<file path="config.mk">
export PLATFORM = sky130hd
export DESIGN_NAME = fifo_ctrl_mc_flat
export DESIGN_NICKNAME = d
export VERILOG_FILES = /design/src/rtl/fifo_ctrl_mc_if.sv /design/src/rtl/fifo_ctrl_mc.sv /design/src/flat_wrapper.sv
export SDC_FILE = /design/constraint.sdc
export NUM_CORES = 1
export LEC_CHECK = 0
export ABC_AREA = 1
export ABC_CLOCK_PERIOD_IN_PS = 8400
export BUFFER_PORTS_ARGS = -buffer_cell sky130_fd_sc_hd__buf_2
export CELL_PAD_IN_SITES_DETAIL_PLACEMENT = 1
export CELL_PAD_IN_SITES_GLOBAL_PLACEMENT = 2
export CORE_AREA = 2 2 267 269
export CTS_CLUSTER_DIAMETER = 200
export DETAILED_ROUTE_END_ITERATION = 10
export DIE_AREA = 0 0 269 271
export GPL_TIMING_DRIVEN = 1
export PLACE_DENSITY_LB_ADDON = 0.1
export SETUP_SLACK_MARGIN = 0.2
export SYNTH_ARGS = -nofsm -noshare
export SYNTH_HDL_FRONTEND = slang
export SYNTH_SLANG_ARGS = --single-unit
</file>
<file path="constraint.sdc">
create_clock -name sys_clk -period 8.4 [get_ports sys_clk]
set_clock_uncertainty 0.15 [all_clocks]
set_input_delay 0.42 -clock sys_clk [delete_from_list [all_inputs] [get_ports sys_clk]]
set_output_delay 0.42 -clock sys_clk [all_outputs]
set_load 0.05 [all_outputs]
</file>
<file path="src/rtl/fifo_ctrl_mc_if.sv">
// SDRAM-side request/ack bundle for fifo_ctrl_mc.
// master drives requests, slave returns acks.
interface fifo_ctrl_mc_if #(
  parameter int ADDR_W = 24,
  parameter int LEN_W  = 10
);
  logic              sdram_wr_req;
  logic [ADDR_W-1:0] sdram_wr_addr;
  logic [LEN_W-1:0]  sdram_wr_len;
  logic              sdram_wr_ack;
  logic              sdram_rd_req;
  logic [ADDR_W-1:0] sdram_rd_addr;
  logic [LEN_W-1:0]  sdram_rd_len;
  logic              sdram_rd_ack;

  modport master (
    output sdram_wr_req, sdram_wr_addr, sdram_wr_len,
    output sdram_rd_req, sdram_rd_addr, sdram_rd_len,
    input  sdram_wr_ack, sdram_rd_ack
  );

  modport slave (
    input  sdram_wr_req, sdram_wr_addr, sdram_wr_len,
    input  sdram_rd_req, sdram_rd_addr, sdram_rd_len,
    output sdram_wr_ack, sdram_rd_ack
  );
endinterface

</file>
<file path="src/rtl/fifo_ctrl_mc.sv">
// Multi-channel SDRAM FIFO controller: arbitrates
// per-channel write/read bursts onto one SDRAM port pair.
module fifo_ctrl_mc #(
  parameter int CH_NUM = 2,
  parameter int ADDR_W = 24,
  parameter int LEN_W  = 10,
  parameter int CNT_W  = 10,
  parameter int RR_EN  = 1
) (
  input  logic                     sys_clk,
  input  logic                     sys_rst_n,
  input  logic                     init_end,
  input  logic [CH_NUM-1:0]        read_valid,
  input  logic [CH_NUM-1:0]        wr_rst,
  input  logic [CH_NUM-1:0]        rd_rst,
  input  logic [CH_NUM*ADDR_W-1:0] wr_b_addr,
  input  logic [CH_NUM*ADDR_W-1:0] wr_e_addr,
  input  logic [CH_NUM*ADDR_W-1:0] rd_b_addr,
  input  logic [CH_NUM*ADDR_W-1:0] rd_e_addr,
  input  logic [LEN_W-1:0]         wr_burst_len,
  input  logic [LEN_W-1:0]         rd_burst_len,
  input  logic [CH_NUM*CNT_W-1:0]  wr_fifo_num,
  input  logic [CH_NUM*CNT_W-1:0]  rd_fifo_num,
  fifo_ctrl_mc_if.master           sd,
  output logic [CH_NUM-1:0]        wr_fifo_rd_en,
  output logic [CH_NUM-1:0]        rd_fifo_wr_en,
  output logic [CH_NUM-1:0]        wr_ch_sel,
  output logic [CH_NUM-1:0]        rd_ch_sel
);

  localparam int AW1 = ADDR_W + 1;
  localparam int IW  = (CH_NUM > 1) ? $clog2(CH_NUM) : 1;

  typedef enum logic [2:0] {
    IDLE, WR_REQ, WR_BUSY, RD_REQ, RD_BUSY
  } state_t;

  typedef logic [ADDR_W-1:0] addr_t;
  typedef logic [LEN_W-1:0]  len_t;

  state_t            st_q, st_d;
  addr_t             wptr_q [CH_NUM];
  addr_t             wptr_d [CH_NUM];
  addr_t             rptr_q [CH_NUM];
  addr_t             rptr_d [CH_NUM];
  len_t              weff [CH_NUM];
  len_t              reff [CH_NUM];
  logic [CH_NUM-1:0] wcand, rcand;
  logic [CH_NUM-1:0] wsel_q, wsel_d, rsel_q, rsel_d;
  logic [IW-1:0]     wrr_q, wrr_d, rrr_q, rrr_d;
  logic [IW-1:0]     wpick, rpick;
  addr_t             waddr_q, waddr_d, raddr_q, raddr_d;
  len_t              wlen_q, wlen_d, rlen_q, rlen_d;
  logic              wreq_q, wreq_d, rreq_q, rreq_d;
  logic              wack_q, rack_q;
  logic              wdrop_q, wdrop_d, rdrop_q, rdrop_d;
  logic              wr_end, rd_end;

  function automatic len_t eff_len(
    input addr_t p, input addr_t e, input len_t bl
  );
    logic [AW1-1:0] room;
    len_t           r;
    room = AW1'(e) - AW1'(p);
    if (p >= e)               r = '0;
    else if (room > AW1'(bl)) r = bl;
    else                      r = room[LEN_W-1:0];
    return r;
  endfunction

  function automatic addr_t advance(
    input addr_t p, input addr_t b,
    input addr_t e, input len_t len
  );
    logic [AW1-1:0] sum;
    sum = AW1'(p) + AW1'(len);
    return (sum >= AW1'(e)) ? b : sum[ADDR_W-1:0];
  endfunction

  // First candidate at or after start, wrapping.
  function automatic logic [IW-1:0] pick(
    input logic [CH_NUM-1:0] cand,
    input logic [IW-1:0]     start
  );
    logic [IW-1:0] r;
    int            idx;
    r = '0;
    for (int k = CH_NUM - 1; k >= 0; k--) begin
      idx = (int'(start) + k) % CH_NUM;
      if (cand[idx]) r = IW'(idx);
    end
    return r;
  endfunction

  function automatic logic [IW-1:0] rr_next(
    input logic [IW-1:0] i
  );
    return (int'(i) == CH_NUM - 1) ? '0 : i + 1'b1;
  endfunction

  always_comb begin
    for (int c = 0; c < CH_NUM; c++) begin
      weff[c] = eff_len(wptr_q[c],
        wr_e_addr[c*ADDR_W +: ADDR_W], wr_burst_len);
      reff[c] = eff_len(rptr_q[c],
        rd_e_addr[c*ADDR_W +: ADDR_W], rd_burst_len);
      wcand[c] = init_end & ~wr_rst[c] &
        (weff[c] != '0) &
        (32'(wr_fifo_num[c*CNT_W +: CNT_W]) >= 32'(weff[c]));
      rcand[c] = init_end & read_valid[c] & ~rd_rst[c] &
        (reff[c] != '0) &
        (32'(rd_fifo_num[c*CNT_W +: CNT_W]) < 32'(rd_burst_len));
    end
    wpick = pick(wcand, (RR_EN != 0) ? wrr_q : '0);
    rpick = pick(rcand, (RR_EN != 0) ? rrr_q : '0);
  end

  assign wr_end = (st_q == WR_BUSY) & wack_q & ~sd.sdram_wr_ack;
  assign rd_end = (st_q == RD_BUSY) & rack_q & ~sd.sdram_rd_ack;

  always_comb begin
    st_d    = st_q;
    wsel_d  = wsel_q;
    rsel_d  = rsel_q;
    wrr_d   = wrr_q;
    rrr_d   = rrr_q;
    waddr_d = waddr_q;
    raddr_d = raddr_q;
    wlen_d  = wlen_q;
    rlen_d  = rlen_q;
    wreq_d  = wreq_q;
    rreq_d  = rreq_q;

    // A reload during the granted burst cancels its end update.
    wdrop_d = (st_q == IDLE) ? 1'b0 : (wdrop_q | |(wr_rst & wsel_q));
    rdrop_d = (st_q == IDLE) ? 1'b0 : (rdrop_q | |(rd_rst & rsel_q));

    for (int c = 0; c < CH_NUM; c++) begin
      wptr_d[c] = wptr_q[c];
      rptr_d[c] = rptr_q[c];
      if (wr_rst[c] || weff[c] == '0)
        wptr_d[c] = wr_b_addr[c*ADDR_W +: ADDR_W];
      else if (wr_end && wsel_q[c] && !wdrop_q)
        wptr_d[c] = advance(wptr_q[c],
          wr_b_addr[c*ADDR_W +: ADDR_W],
          wr_e_addr[c*ADDR_W +: ADDR_W], wlen_q);
      if (rd_rst[c] || reff[c] == '0)
        rptr_d[c] = rd_b_addr[c*ADDR_W +: ADDR_W];
      else if (rd_end && rsel_q[c] && !rdrop_q)
        rptr_d[c] = advance(rptr_q[c],
          rd_b_addr[c*ADDR_W +: ADDR_W],
          rd_e_addr[c*ADDR_W +: ADDR_W], rlen_q);
    end

    unique case (st_q)
      IDLE: begin
        if (|wcand) begin
          wsel_d  = CH_NUM'(1) << wpick;
          waddr_d = wptr_q[wpick];
          wlen_d  = weff[wpick];
          wreq_d  = 1'b1;
          wrr_d   = rr_next(wpick);
          st_d    = WR_REQ;
        end else if (|rcand) begin
          rsel_d  = CH_NUM'(1) << rpick;
          raddr_d = rptr_q[rpick];
          rlen_d  = reff[rpick];
          rreq_d  = 1'b1;
          rrr_d   = rr_next(rpick);
          st_d    = RD_REQ;
        end
      end
      WR_REQ: if (sd.sdram_wr_ack) begin
        wreq_d = 1'b0;
        st_d   = WR_BUSY;
      end
      WR_BUSY: if (wr_end) begin
        wsel_d = '0;
        st_d   = IDLE;
      end
      RD_REQ: if (sd.sdram_rd_ack) begin
        rreq_d = 1'b0;
        st_d   = RD_BUSY;
      end
      RD_BUSY: if (rd_end) begin
        rsel_d = '0;
        st_d   = IDLE;
      end
      default: st_d = IDLE;
    endcase
  end

  always_ff @(posedge sys_clk or negedge sys_rst_n) begin
    if (!sys_rst_n) begin
      st_q    <= IDLE;
      wsel_q  <= '0;
      rsel_q  <= '0;
      wrr_q   <= '0;
      rrr_q   <= '0;
      waddr_q <= '0;
      raddr_q <= '0;
      wlen_q  <= '0;
      rlen_q  <= '0;
      wreq_q  <= 1'b0;
      rreq_q  <= 1'b0;
      wack_q  <= 1'b0;
      rack_q  <= 1'b0;
      wdrop_q <= 1'b0;
      rdrop_q <= 1'b0;
      for (int c = 0; c < CH_NUM; c++) begin
        wptr_q[c] <= '0;
        rptr_q[c] <= '0;
      end
    end else begin
      st_q    <= st_d;
      wsel_q  <= wsel_d;
      rsel_q  <= rsel_d;
      wrr_q   <= wrr_d;
      rrr_q   <= rrr_d;
      waddr_q <= waddr_d;
      raddr_q <= raddr_d;
      wlen_q  <= wlen_d;
      rlen_q  <= rlen_d;
      wreq_q  <= wreq_d;
      rreq_q  <= rreq_d;
      wack_q  <= sd.sdram_wr_ack;
      rack_q  <= sd.sdram_rd_ack;
      wdrop_q <= wdrop_d;
      rdrop_q <= rdrop_d;
      for (int c = 0; c < CH_NUM; c++) begin
        wptr_q[c] <= wptr_d[c];
        rptr_q[c] <= rptr_d[c];
      end
    end
  end

  assign sd.sdram_wr_req  = wreq_q;
  assign sd.sdram_wr_addr = waddr_q;
  assign sd.sdram_wr_len  = wlen_q;
  assign sd.sdram_rd_req  = rreq_q;
  assign sd.sdram_rd_addr = raddr_q;
  assign sd.sdram_rd_len  = rlen_q;
  assign wr_ch_sel        = wsel_q;
  assign rd_ch_sel        = rsel_q;
  assign wr_fifo_rd_en    = {CH_NUM{sd.sdram_wr_ack}} & wsel_q;
  assign rd_fifo_wr_en    = {CH_NUM{sd.sdram_rd_ack}} & rsel_q;

endmodule
</file>
<file path="src/flat_wrapper.sv">
// flat-port wrapper written by rule: the top's interface ports become plain ports
module fifo_ctrl_mc_flat 
#(
  parameter int CH_NUM = 2,
  parameter int ADDR_W = 24,
  parameter int LEN_W  = 10,
  parameter int CNT_W  = 10,
  parameter int RR_EN  = 1
)
  (sys_clk, sys_rst_n, init_end, read_valid, wr_rst, rd_rst, wr_b_addr, wr_e_addr, rd_b_addr, rd_e_addr, wr_burst_len, rd_burst_len, wr_fifo_num, rd_fifo_num, wr_fifo_rd_en, rd_fifo_wr_en, wr_ch_sel, rd_ch_sel, sd_sdram_wr_req, sd_sdram_wr_addr, sd_sdram_wr_len, sd_sdram_rd_req, sd_sdram_rd_addr, sd_sdram_rd_len, sd_sdram_wr_ack, sd_sdram_rd_ack);
  fifo_ctrl_mc_if #(.ADDR_W(ADDR_W), .LEN_W(LEN_W)) sd_i ();
  input  logic sys_clk;
  input  logic sys_rst_n;
  input  logic init_end;
  input  logic [CH_NUM-1:0] read_valid;
  input  logic [CH_NUM-1:0] wr_rst;
  input  logic [CH_NUM-1:0] rd_rst;
  input  logic [CH_NUM*ADDR_W-1:0] wr_b_addr;
  input  logic [CH_NUM*ADDR_W-1:0] wr_e_addr;
  input  logic [CH_NUM*ADDR_W-1:0] rd_b_addr;
  input  logic [CH_NUM*ADDR_W-1:0] rd_e_addr;
  input  logic [LEN_W-1:0] wr_burst_len;
  input  logic [LEN_W-1:0] rd_burst_len;
  input  logic [CH_NUM*CNT_W-1:0] wr_fifo_num;
  input  logic [CH_NUM*CNT_W-1:0] rd_fifo_num;
  output logic [CH_NUM-1:0] wr_fifo_rd_en;
  output logic [CH_NUM-1:0] rd_fifo_wr_en;
  output logic [CH_NUM-1:0] wr_ch_sel;
  output logic [CH_NUM-1:0] rd_ch_sel;
  output wire logic [$bits(sd_i.sdram_wr_req)-1:0] sd_sdram_wr_req;
  output wire logic [$bits(sd_i.sdram_wr_addr)-1:0] sd_sdram_wr_addr;
  output wire logic [$bits(sd_i.sdram_wr_len)-1:0] sd_sdram_wr_len;
  output wire logic [$bits(sd_i.sdram_rd_req)-1:0] sd_sdram_rd_req;
  output wire logic [$bits(sd_i.sdram_rd_addr)-1:0] sd_sdram_rd_addr;
  output wire logic [$bits(sd_i.sdram_rd_len)-1:0] sd_sdram_rd_len;
  input wire logic [$bits(sd_i.sdram_wr_ack)-1:0] sd_sdram_wr_ack;
  input wire logic [$bits(sd_i.sdram_rd_ack)-1:0] sd_sdram_rd_ack;
  assign sd_sdram_wr_req = sd_i.sdram_wr_req;
  assign sd_sdram_wr_addr = sd_i.sdram_wr_addr;
  assign sd_sdram_wr_len = sd_i.sdram_wr_len;
  assign sd_sdram_rd_req = sd_i.sdram_rd_req;
  assign sd_sdram_rd_addr = sd_i.sdram_rd_addr;
  assign sd_sdram_rd_len = sd_i.sdram_rd_len;
  assign sd_i.sdram_wr_ack = sd_sdram_wr_ack;
  assign sd_i.sdram_rd_ack = sd_sdram_rd_ack;
  fifo_ctrl_mc #(.CH_NUM(CH_NUM), .ADDR_W(ADDR_W), .LEN_W(LEN_W), .CNT_W(CNT_W), .RR_EN(RR_EN)) u_core (.sys_clk(sys_clk), .sys_rst_n(sys_rst_n), .init_end(init_end), .read_valid(read_valid), .wr_rst(wr_rst), .rd_rst(rd_rst), .wr_b_addr(wr_b_addr), .wr_e_addr(wr_e_addr), .rd_b_addr(rd_b_addr), .rd_e_addr(rd_e_addr), .wr_burst_len(wr_burst_len), .rd_burst_len(rd_burst_len), .wr_fifo_num(wr_fifo_num), .rd_fifo_num(rd_fifo_num), .sd(sd_i), .wr_fifo_rd_en(wr_fifo_rd_en), .rd_fifo_wr_en(rd_fifo_wr_en), .wr_ch_sel(wr_ch_sel), .rd_ch_sel(rd_ch_sel));
endmodule
</file>
Yosys cells after proc, flatten, opt, wreduce, memory -nomap -nowiden --
Cells that the tools add are included. Widths: inputs -> output; s select.
Operators by class: add/sub/neg operators 12, order comparisons 22, eq/ne operators 12, shifts and indexed selects 2, mux-type cells 71, bitwise operators 35, reduce and logical (&&, ||, !) cells 42
Operators with widths (count):
- $mux 24 | 18
- $mux 10 | 14
- $add 24x10->25 | 4
- $ge 25x24->1 | 4
- $gt 25x10->1 | 4
- $sub 24x24->25 | 4
- $ge 24x24->1 | 4
- $logic_not 10->1 | 4
- $reduce_bool 10->1 | 4
- $mux 1 | 23
- $ge 10x10->1 | 2
- $lt 10x10->1 | 2
- $and 1x1->1 | 18
- $mux 3 | 6
- $reduce_bool 2->1 | 8
- $pmux 3 s5 | 1
- $mux 2 | 5
- $ne 2x2->1 const B | 5
- $reduce_and 3->1 | 3
- $and 2x2->2 | 4
- $logic_and 1x1->1 | 8
- $pmux 2 s2 | 2
- $reduce_and 4->1 | 2
- $reduce_or 2->1 | 4
- other kinds (20) | 43
Storage, ports and cells: bits in registers 179, input port bits 263, logic and storage cells 215

Longest topological paths before layout --
Gate-level depths: netlist of run 1.
depth after elaboration 16, depth in mapped cells 39

Least setup slack after synthesis of run 1 --
No wires, ideal clock.
kind input -> register, start in wr_e_addr[0], end reg u_core.waddr_q[1] (netlist: u_core.sd.sdram_wr_addr[1]), arrival time 4.812 ns, required time 8.132 ns, path slack 3.320 ns, stages on the path 30, cells stage by stage inv_1 > ha_1 > fa_1 > inv_1 > nand3_1 > nor2_1 > or2_1 > xnor2_1 > inv_1 > ha_1 > a21oi_1 > o21ai_0 > a21oi_1 > nand2_1 > nor2_1 > nand3_1 > nand2_1 > nand2_1 > nand2_1 > nand3_1 > ha_1 > nand2_1 > or4_1 > o2111ai_1 > nand4_2 > nand2_4 > buf_2 > nand2_1 > nand3_1 > nand2_1
Between the ends: cells in the longest elaborated chain, start to end 16, elaborated cells on any way between the ends 22, those cells by class add/sub (1); order compare (3); mux (12); bitwise (3); reduce/logical (3)
Ends and longest elaborated chain:
- start, declared | RTL line flat_wrapper.sv:19 | input logic [CH_NUM*ADDR_W-1:0] wr_e_addr;
- $sub 24x24->25 | RTL line fifo_ctrl_mc.sv:64 | room = AW1'(e) - AW1'(p);
- $gt 25x10->1 | RTL line fifo_ctrl_mc.sv:66 | else if (room > AW1'(bl)) r = bl;
- $mux 10 | RTL line fifo_ctrl_mc.sv:66
- $mux 10 (*) | RTL line fifo_ctrl_mc.sv:65 | if (p >= e) r = '0;
- parallel branches: the longest is 2 deep, another holds $ge 10x10->1
- $and 1x1->1 (*) | RTL line fifo_ctrl_mc.sv:108 | (weff[c] != '0) &
- $mux 1 (implied by the code) (3 in series) | RTL line fifo_ctrl_mc.sv:90 | if (cand[idx]) r = IW'(idx);
- $mux 1 (2 in series) | RTL line fifo_ctrl_mc.sv:90
- $not 1->2 (implied by the code) | RTL line fifo_ctrl_mc.sv:159 | waddr_d = wptr_q[wpick];
- $mux 24 (implied by the code) (3 in series) | RTL line fifo_ctrl_mc.sv:159
- end signal, assigned | RTL line fifo_ctrl_mc.sv:220 | waddr_q <= waddr_d;
- end, declared | RTL line fifo_ctrl_mc.sv:52 | addr_t waddr_q, waddr_d, raddr_q, raddr_d;
Mark *: on every way between the ends. The select of a mux whose other input is x is not followed. A chain may end at the register's enable or synchronous reset.

Worst setup path in the final report of run 1 --
start reg u_core.wptr_q[24] (netlist bit), end reg u_core.wlen_q[0] (netlist: u_core.sd.sdram_wr_len[0])
Between the ends: cells in the longest elaborated chain, start to end 16, elaborated cells on any way between the ends 22, those cells by class add/sub (1); order compare (3); mux (12); bitwise (3); reduce/logical (3)
Ends and longest elaborated chain:
- start, declared | RTL line fifo_ctrl_mc.sv:42 | addr_t wptr_q [CH_NUM];
- start signal, assigned by index | RTL line fifo_ctrl_mc.sv:231 | wptr_q[c] <= wptr_d[c];
- $sub 24x24->25 | RTL line fifo_ctrl_mc.sv:64
- $gt 25x10->1 | RTL line fifo_ctrl_mc.sv:66
- $mux 10 | RTL line fifo_ctrl_mc.sv:66
- $mux 10 (*) | RTL line fifo_ctrl_mc.sv:65
- parallel branches: the longest is 12 deep, another holds $ge 10x10->1
- end signal, assigned | RTL line fifo_ctrl_mc.sv:222 | wlen_q <= wlen_d;
- end, declared | RTL line fifo_ctrl_mc.sv:53 | len_t wlen_q, wlen_d, rlen_q, rlen_d;
Marked as above.

==> results of run 1 <==
area by class of cell:
class | instances | area (um2)
flip-flops and latches | 179 | 4480
clock inverters | 14 | 138
diodes | 4 | 10.0
clock buffers | 18 | 439
well taps | 940 | 1180
multi-input cells | 2939 | 16500
inverters | 619 | 2330
fillers | 9395 | 42500
repair buffers | 398 | 2260
routing by layer:
metal | vias to the layer above | GRT usage, % | wire, um
li1 | 13100 | - | -
met1 | 12200 | 40.1 | 51200
met2 | 366 | 43.5 | 44800
met3 | 74 | 4.13 | 3600
met4 | 10 | 5.89 | 1690
met5 | - | 0 | 61
power groups by stage:
stage	clock network (mW)	registers (mW)	logic, mW
detailed placement	0	1.84	8.89
CTS	0.887	1.83	8.96
global placement	0	1.84	8.81
finish	0.865	1.82	8.93
global route	0.921	1.88	10.1
floorplan	0	2.15	5.85
cells by family after synthesis:
kind of cell    after synthesis  synth area share [%]
fa+ha+maj                   318                  17.0
buf+inv                     690                  11.6
flops                       179                  18.9
xor+xnor                    119                  4.40
simple gates               2032                  36.7
compound gates              470                  11.4
metrics by stage:
| step | cell area (um2) | hold slack, ps | cells | util [%] |
|---|---|---|---|---|
| after floorplan | 23700 | -25.6 | 3808 | - |
| after CTS | 27300 | 1.01 | 5106 | 39.1 |
| final | 27300 | 29.4 | 5111 | 39.2 |
| after detailed placement | 26300 | 315 | 5028 | 37.6 |
| after global placement | 26300 | 311 | 5028 | 37.6 |
| after global routing | 27300 | 16.9 | 5110 | 39.2 |
sequential cells by signal (all words and copies together) (netlist names), 2 cells and up:
name and count:
u_core.rptr_q 48, u_core.wptr_q 48, u_core.sd.sdram_rd_addr 24, u_core.sd.sdram_wr_addr 24, u_core.sd.sdram_rd_len 10, u_core.sd.sdram_wr_len 10
u_core.st_q 3, u_core.rd_ch_sel 2, u_core.wr_ch_sel 2
worst paths after layout:
kind	start	endpoint	slack [ps]	depth (start not counted)
max in group asynchronous	sys_rst_n	u_core.wptr_q[35]	6320	3
min in group asynchronous	sys_rst_n	u_core.rptr_q[45]	370	2
setup / recovery	u_core.wptr_q[24]	u_core.sd.sdram_wr_len[0]	1880	29
setup reg to reg	u_core.wptr_q[24]	u_core.sd.sdram_wr_len[0]	1880	29
hold reg to reg	u_core.sd.sdram_rd_addr[7]	u_core.sd.sdram_rd_addr[7]	330	2
hold / removal	wr_b_addr[18]	u_core.wptr_q[42]	30	3
placed cells by master (no fill, tap or decap), types with 6 or more instances in the layout:
| master | n |
|---|---|
| buf_4 | 11 |
| fa_1 | 8 |
| o22ai_1 | 7 |
| dlygate4sd3_1 | 47 |
| a21oi_1 | 196 |
| nand2_1 | 1204 |
| o21bai_1 | 12 |
| dfrtp_1 | 179 |
| nor2_4 | 6 |
| clkbuf_16 | 17 |
| inv_2 | 12 |
| xor2_1 | 109 |
| nand3_1 | 308 |
| nor2_2 | 11 |
| nand3_2 | 12 |
| nand4_1 | 65 |
| xnor2_1 | 10 |
| nor3_1 | 52 |
| ha_1 | 310 |
| o211ai_1 | 38 |
| o21ai_1 | 13 |
| nor2_1 | 289 |
| inv_1 | 602 |
| nor4_1 | 21 |
| o21a_1 | 7 |
| nand2_2 | 9 |
| a31oi_1 | 64 |
| buf_2 | 339 |
| o21ai_0 | 102 |
| nand3b_1 | 34 |
repair_timing:
item | CTS | global route
setup buffers | 0 | 0
endpoints found under the hold margin | 128 | 1
endpoints found under the setup margin | 0 | 0
hold buffers | 46 | 1
resized for setup | 0 | 0
worst register-to-register path, delay by kind of cell, from the launching register on:
| kind | cells | cell delay [ps] |
|---|---|---|
| AO/OA/AOI/OAI | 5 | 890 |
| XOR/XNOR | 1 | 200 |
| adder cells (fa/ha/maj) | 4 | 1290 |
| buffers and inverters | 2 | 610 |
| flip-flops | 1 | 420 |
| AND/OR/NAND/NOR | 17 | 2880 |
==> results.ini, run 1 <==
[power]
powerDensity_nw_per_um2 = 425
power.switching_mw = 7.09
power_mw = 11.6
share_seq_of_total_power_pct = 15.7
pwr-share-clk_pct = 7.4
power.leakage_nw = 15.5
peakVddDrop_uv = 159
combinationalPowerShare_pct = 76.9
swShare_pct = 61.1
p_int_mw = 4.52

[clock_network]
clock-sinks = 179
tritoncts = built
cts_max_path_buffers = 2
htreeDepth = 4
cts_buffers = 17
cts_root_buffer = clkbuf_16
cts.clk_slew.worst_paths_ps = 90
clk_latency_ps = 520

[detailed_routing]
wl_mm = 101
firstDrtPassIters = 5
detail-route-antenna-nets = 0
first_iter_violations = 1442
wl_per_cell_um = 19.8
viasPerCell = 5.03
drc_errors = 0
num_vias = 25700

[setup_path]
critPathBufInv = 2
crit_family = simple AND/OR/NAND/NOR gates
crit_path_max_incr_delay_ps = 530
crit_path_start_kind = flip-flop
slowest_stage = or4_1
arrival_ps = 6790
crit_top_cell = nand2_1
critical_path_class = flip-flop to flip-flop
end_kind = flip-flop
cp_max_fo = 44
worst_ep_required_time_ps = 8670

[placed_design]
gp_congestion = 0.907
portBuffers = 340
dp_slack_ps = 1730
place_hpwl_mm = 85.9

[synthesis]
synth_common_cells = 1204 x nand2_1, 602 x inv_1, 311 x nand3_1
ys_ff_latch = 179
yosysSeqAreaShare_pct = 18.9
synth_ff_type = dfrtp_1
syn_inst = 3808
async_reset_ff_share_pct = 100
synth_cell_types = 60
yosysTopAreaCellShare_pct = 19.1
yosysWarningCount = 0
synth.avg_cell_area_um2 = 6.22
synth_area_leader_cell = nand2_1
syn_area_um2 = 23700
synth_edf_count = 0
yosys-top-cells-area = nand2_1 19%, dfrtp_1 19%, ha_1 16%
synth_nets = 4389
yosysMostFrequentCell = nand2_1

[floorplan]
core-area_um2 = 69800
die_w_um = 269
die_area_um2 = 72900
num_rows = 97
start_util_pct = 33.9
die_h_um = 271
ioPinCount = 341

[global_route]
first_global_vias = 25600
grt.total_usage_pct = 27.8
gr-total-overflow = 0
grt_pass1_wl_mm = 154
grt_max_degree = 86
antenna_found_initial = 9

[timing]
tns_ps = 0
fin_crit_sh_pct = 77.6
slew_headroom_pct = 18.8
fmax_mhz = 153
rsz0062_at_grt = false
setup_slack_ps = 1880
hold_violations = 0
tightest_slew_ps = 1200
maxSlewViolCount = 0
final-setup-viol-count = 0
layout_min_cycle_time_ps = 6520

[status]
status = finished clean

[job]
maxCapViolCount = 0

[hold_path]
hp-class = input port to flip-flop

[cells_and_area]
nets = 4735
area.growth.synth_to_final_pct = 15.4
drive_gt1_share_pct = 10.9

Note: power is estimated with default switching activity, not from simulation.
==> inputs of run 2 (changes only) <==
--- a/config.mk
+++ b/config.mk
@@ -6,14 +6,14 @@
 export NUM_CORES = 1
 export LEC_CHECK = 0
 export ABC_AREA = 1
-export ABC_CLOCK_PERIOD_IN_PS = 8400
+export ABC_CLOCK_PERIOD_IN_PS = 5920
 export BUFFER_PORTS_ARGS = -buffer_cell sky130_fd_sc_hd__buf_2
 export CELL_PAD_IN_SITES_DETAIL_PLACEMENT = 1
 export CELL_PAD_IN_SITES_GLOBAL_PLACEMENT = 2
-export CORE_AREA = 2 2 267 269
+export CORE_AREA = 2 2 289 291
 export CTS_CLUSTER_DIAMETER = 200
 export DETAILED_ROUTE_END_ITERATION = 10
-export DIE_AREA = 0 0 269 271
+export DIE_AREA = 0 0 291 293
 export GPL_TIMING_DRIVEN = 1
 export PLACE_DENSITY_LB_ADDON = 0.1
 export SETUP_SLACK_MARGIN = 0.2
==> constraint.sdc (replaced) <==
create_clock -name sys_clk -period 5.92 [get_ports sys_clk]
set_clock_uncertainty 0.15 [all_clocks]
set_input_delay 0.296 -clock sys_clk [delete_from_list [all_inputs] [get_ports sys_clk]]
set_output_delay 0.296 -clock sys_clk [all_outputs]
set_load 0.05 [all_outputs]
==> run 2 against run 1 <==
  * Die area rose by 17%
  * Design area is 6.4% higher
  * Clock power is 46% higher
  * Wire length increased by 8.0%
  * Cell count increased by 4.9%
==> results.ini, run 2 (synthesis results as in run 1) <==
[detailed_routing]
met2WireLength_mm = 47.9  ; +6.9%
route.met3.wl_mm = 4.23  ; +18%
drc_errors = 0  ; unchanged
wl_per_cell_um = 20.4  ; +2.9%
met1_length_mm = 55.2  ; +7.9%
first_iter_violations = 1340  ; -7.1%
viasPerCell = 4.89  ; -2.7%
num_vias = 26200  ; +2.1%
firstDrtPassIters = 5  ; unchanged
wl_mm = 109  ; +8.0%
detail-route-antenna-nets = 0  ; unchanged
topRoutingLayerUsed = met4

[floorplan]
num_rows = 105  ; +8.2%
die_area_um2 = 85300  ; +17%
die_w_um = 291  ; +8.2%
ioPinCount = 341  ; unchanged
start_util_pct = 28.9  ; -5.0 points
core-area_um2 = 81800  ; +17%
die_h_um = 293  ; +8.1%

[cells_and_area]
layout_commonest_cell = nand2_1
layout_common_cells = 1196 x nand2_1, 595 x inv_1, 339 x buf_2, 302 x ha_1, 301 x nand3_1
design_area_um2 = 29100  ; +6.4%
drive_gt1_share_pct = 13.4  ; +2.5 points
fin_cells = 5363  ; +4.9%
area.growth.synth_to_final_pct = 22.7
final_core_util_pct = 35.5  ; -3.7 points
reg.largest.list = u_core.rptr_q x48, u_core.wptr_q x48
num-fill-cells = 10800  ; +15%
nets = 4857  ; +2.6%

[setup_path]
arrival_ps = 5700  ; -1090 ps
cp_max_fo = 9  ; -80%
crit_path_start_kind = flip-flop
crit_top_cell = nand2_1
slowest_stage = or4_1
worst_ep_required_time_ps = 6230  ; -2440 ps
r2r_cells = 34  ; +17%
rr_startpoint = u_core.wptr_q[0]
end_kind = flip-flop
r2r_slack_ps = 530  ; -1350 ps
crit_path_max_incr_delay_ps = 480  ; -50 ps
r2r_end = u_core.rd_ch_sel[1]
critical_path_class = flip-flop to flip-flop

[status]
status = finished clean

[clock_network]
tritoncts = built
clock-sinks = 179  ; unchanged
cts.clk_slew.worst_paths_ps = 100  ; about the same
htreeDepth = 4  ; unchanged
cts_max_path_buffers = 2  ; unchanged
cts_buffers = 17  ; unchanged
clk_latency_ps = 530  ; about the same
cts_root_buffer = clkbuf_16

[timing]
hold_violations = 0  ; unchanged
final-setup-viol-count = 0  ; unchanged
fmax_mhz = 186  ; +21%
slew_headroom_pct = 25.0  ; +6.2 points
tns_ps = 0  ; unchanged
layout_min_cycle_time_ps = 5390  ; -1130 ps
maxSlewViolCount = 0  ; unchanged
rsz0062_at_grt = true
fin_crit_sh_pct = 91.0  ; +13 points
tightest_slew_ps = 1120  ; -77.9 ps

[power]
powerDensity_nw_per_um2 = 595  ; +40%
swShare_pct = 60.6  ; -0.42 points
peakVddDrop_uv = 251  ; +58%
power.switching_mw = 10.5  ; +48%
combinationalPowerShare_pct = 77.9  ; +1.0 points
share_seq_of_total_power_pct = 14.8  ; -0.9 points
power.leakage_nw = 16.2  ; +4.4%
power_mw = 17.3  ; +49%
p_int_mw = 6.80  ; +50%
pwr-share-clk_pct = 7.3  ; about the same

[global_route]
antenna_found_initial = 7  ; -2
first_global_vias = 26900  ; +4.8%
grt.total_usage_pct = 25.3  ; -2.5 points
grt_max_degree = 134  ; +56%
grt_pass1_wl_mm = 164  ; +6.8%
gr-total-overflow = 0  ; unchanged

[hold_path]
min_path_cells = 3  ; unchanged
hp-class = input port to flip-flop
hold_end = u_core.wptr_q[4]
hp-start = wr_b_addr[28]

[placed_design]
portBuffers = 340  ; unchanged
gp_congestion = 0.885  ; -2.5%
place_hpwl_mm = 91.8  ; +6.9%
dp_cells = 5201  ; +3.4%
dpl-instance-area_um2 = 26800  ; +1.9%

[job]
maxCapViolCount = 0  ; unchanged

==> run 2: cell count changes in the layout (fill, tap and decap cells not counted), sizes merged <==
cell / delta
clkbuf: +2
diode: +1
buf: +62
nor2: +1
inv: -1
nand2: +1
clkinv: +2
dlygate4sd3: +53
clkinvlp: +1
==> run 2: layout make-up <==
class                   instances  area (um2)  area share, %
diodes                          5        12.5         0.0431
clock buffers                  17         425           1.46
clock inverters                14         163          0.560
inverters                     619        2360           8.13
multi-input cells            2941       16800           57.9
flip-flops and latches        179        4480           15.4
well taps                    1070        1340           4.61
repair buffers                516        3440           11.8
repair inverters                2        17.5         0.0603
==> run 2: power by group through the flow <==
stage	registers (mW)	logic, mW	clock network [mW]
after CTS	2.56	13.1	1.30
after global placement	2.58	12.9	0
final	2.55	13.5	1.26
after floorplan	3.06	8.29	0
after detailed placement	2.58	13.0	0
after global routing	2.63	15.2	1.34
==> run 2: metrics by stage <==
step | setup WS (ps) | hold WS [ps]
floorplan | 903 | -150
global placement | 158 | 147
detailed placement | -1.92 | 147
CTS | 202 | 12.6
global route | 159 | 70.9
finish | 531 | 56.1
==> run 2: repair_timing <==
item | CTS | global route
pin swaps | 1 | 19
gates cloned | 1 | 8
endpoints found under the setup margin | 74 | 175
gates resized for setup | 5 | 80
buffers inserted | 0 | 17
hold endpoints to repair | 144 | 0
hold buffers | 100 | 0
==> run 2: critical path: cells and delay by family, from the launching register on <==
kind,cells,cell delay [ps]
and+or+nand+nor,23,2670
adders and majority gates,4,1180
buffers and inverters,5,640
DFF,1,410
AOI/OAI and AO/OA,1,180
xor gates and xnor gates,1,70
==> run 2: worst max path at each step <==
stage	from	endpoint	slack, ps
after floorplan	u_core.wptr_q[0]	u_core.sd.sdram_wr_addr[23]	900
after global placement	wr_e_addr[0]	u_core.sd.sdram_wr_addr[0]	160
after detailed placement	wr_e_addr[0]	u_core.sd.sdram_wr_addr[2]	-2
after CTS	u_core.sd.sdram_wr_len[2]	u_core.wptr_q[25]	200
after global routing	u_core.rptr_q[0]	u_core.sd.sdram_rd_addr[6]	160
final	u_core.wptr_q[0]	u_core.rd_ch_sel[1]	530
==> run 2: layer usage <==
metal  up-vias  track usage (%)
met1     12400             36.7
met2       456             39.4
met4         0             6.08
li1      13300                -
met3        76             3.46
met5         -                0
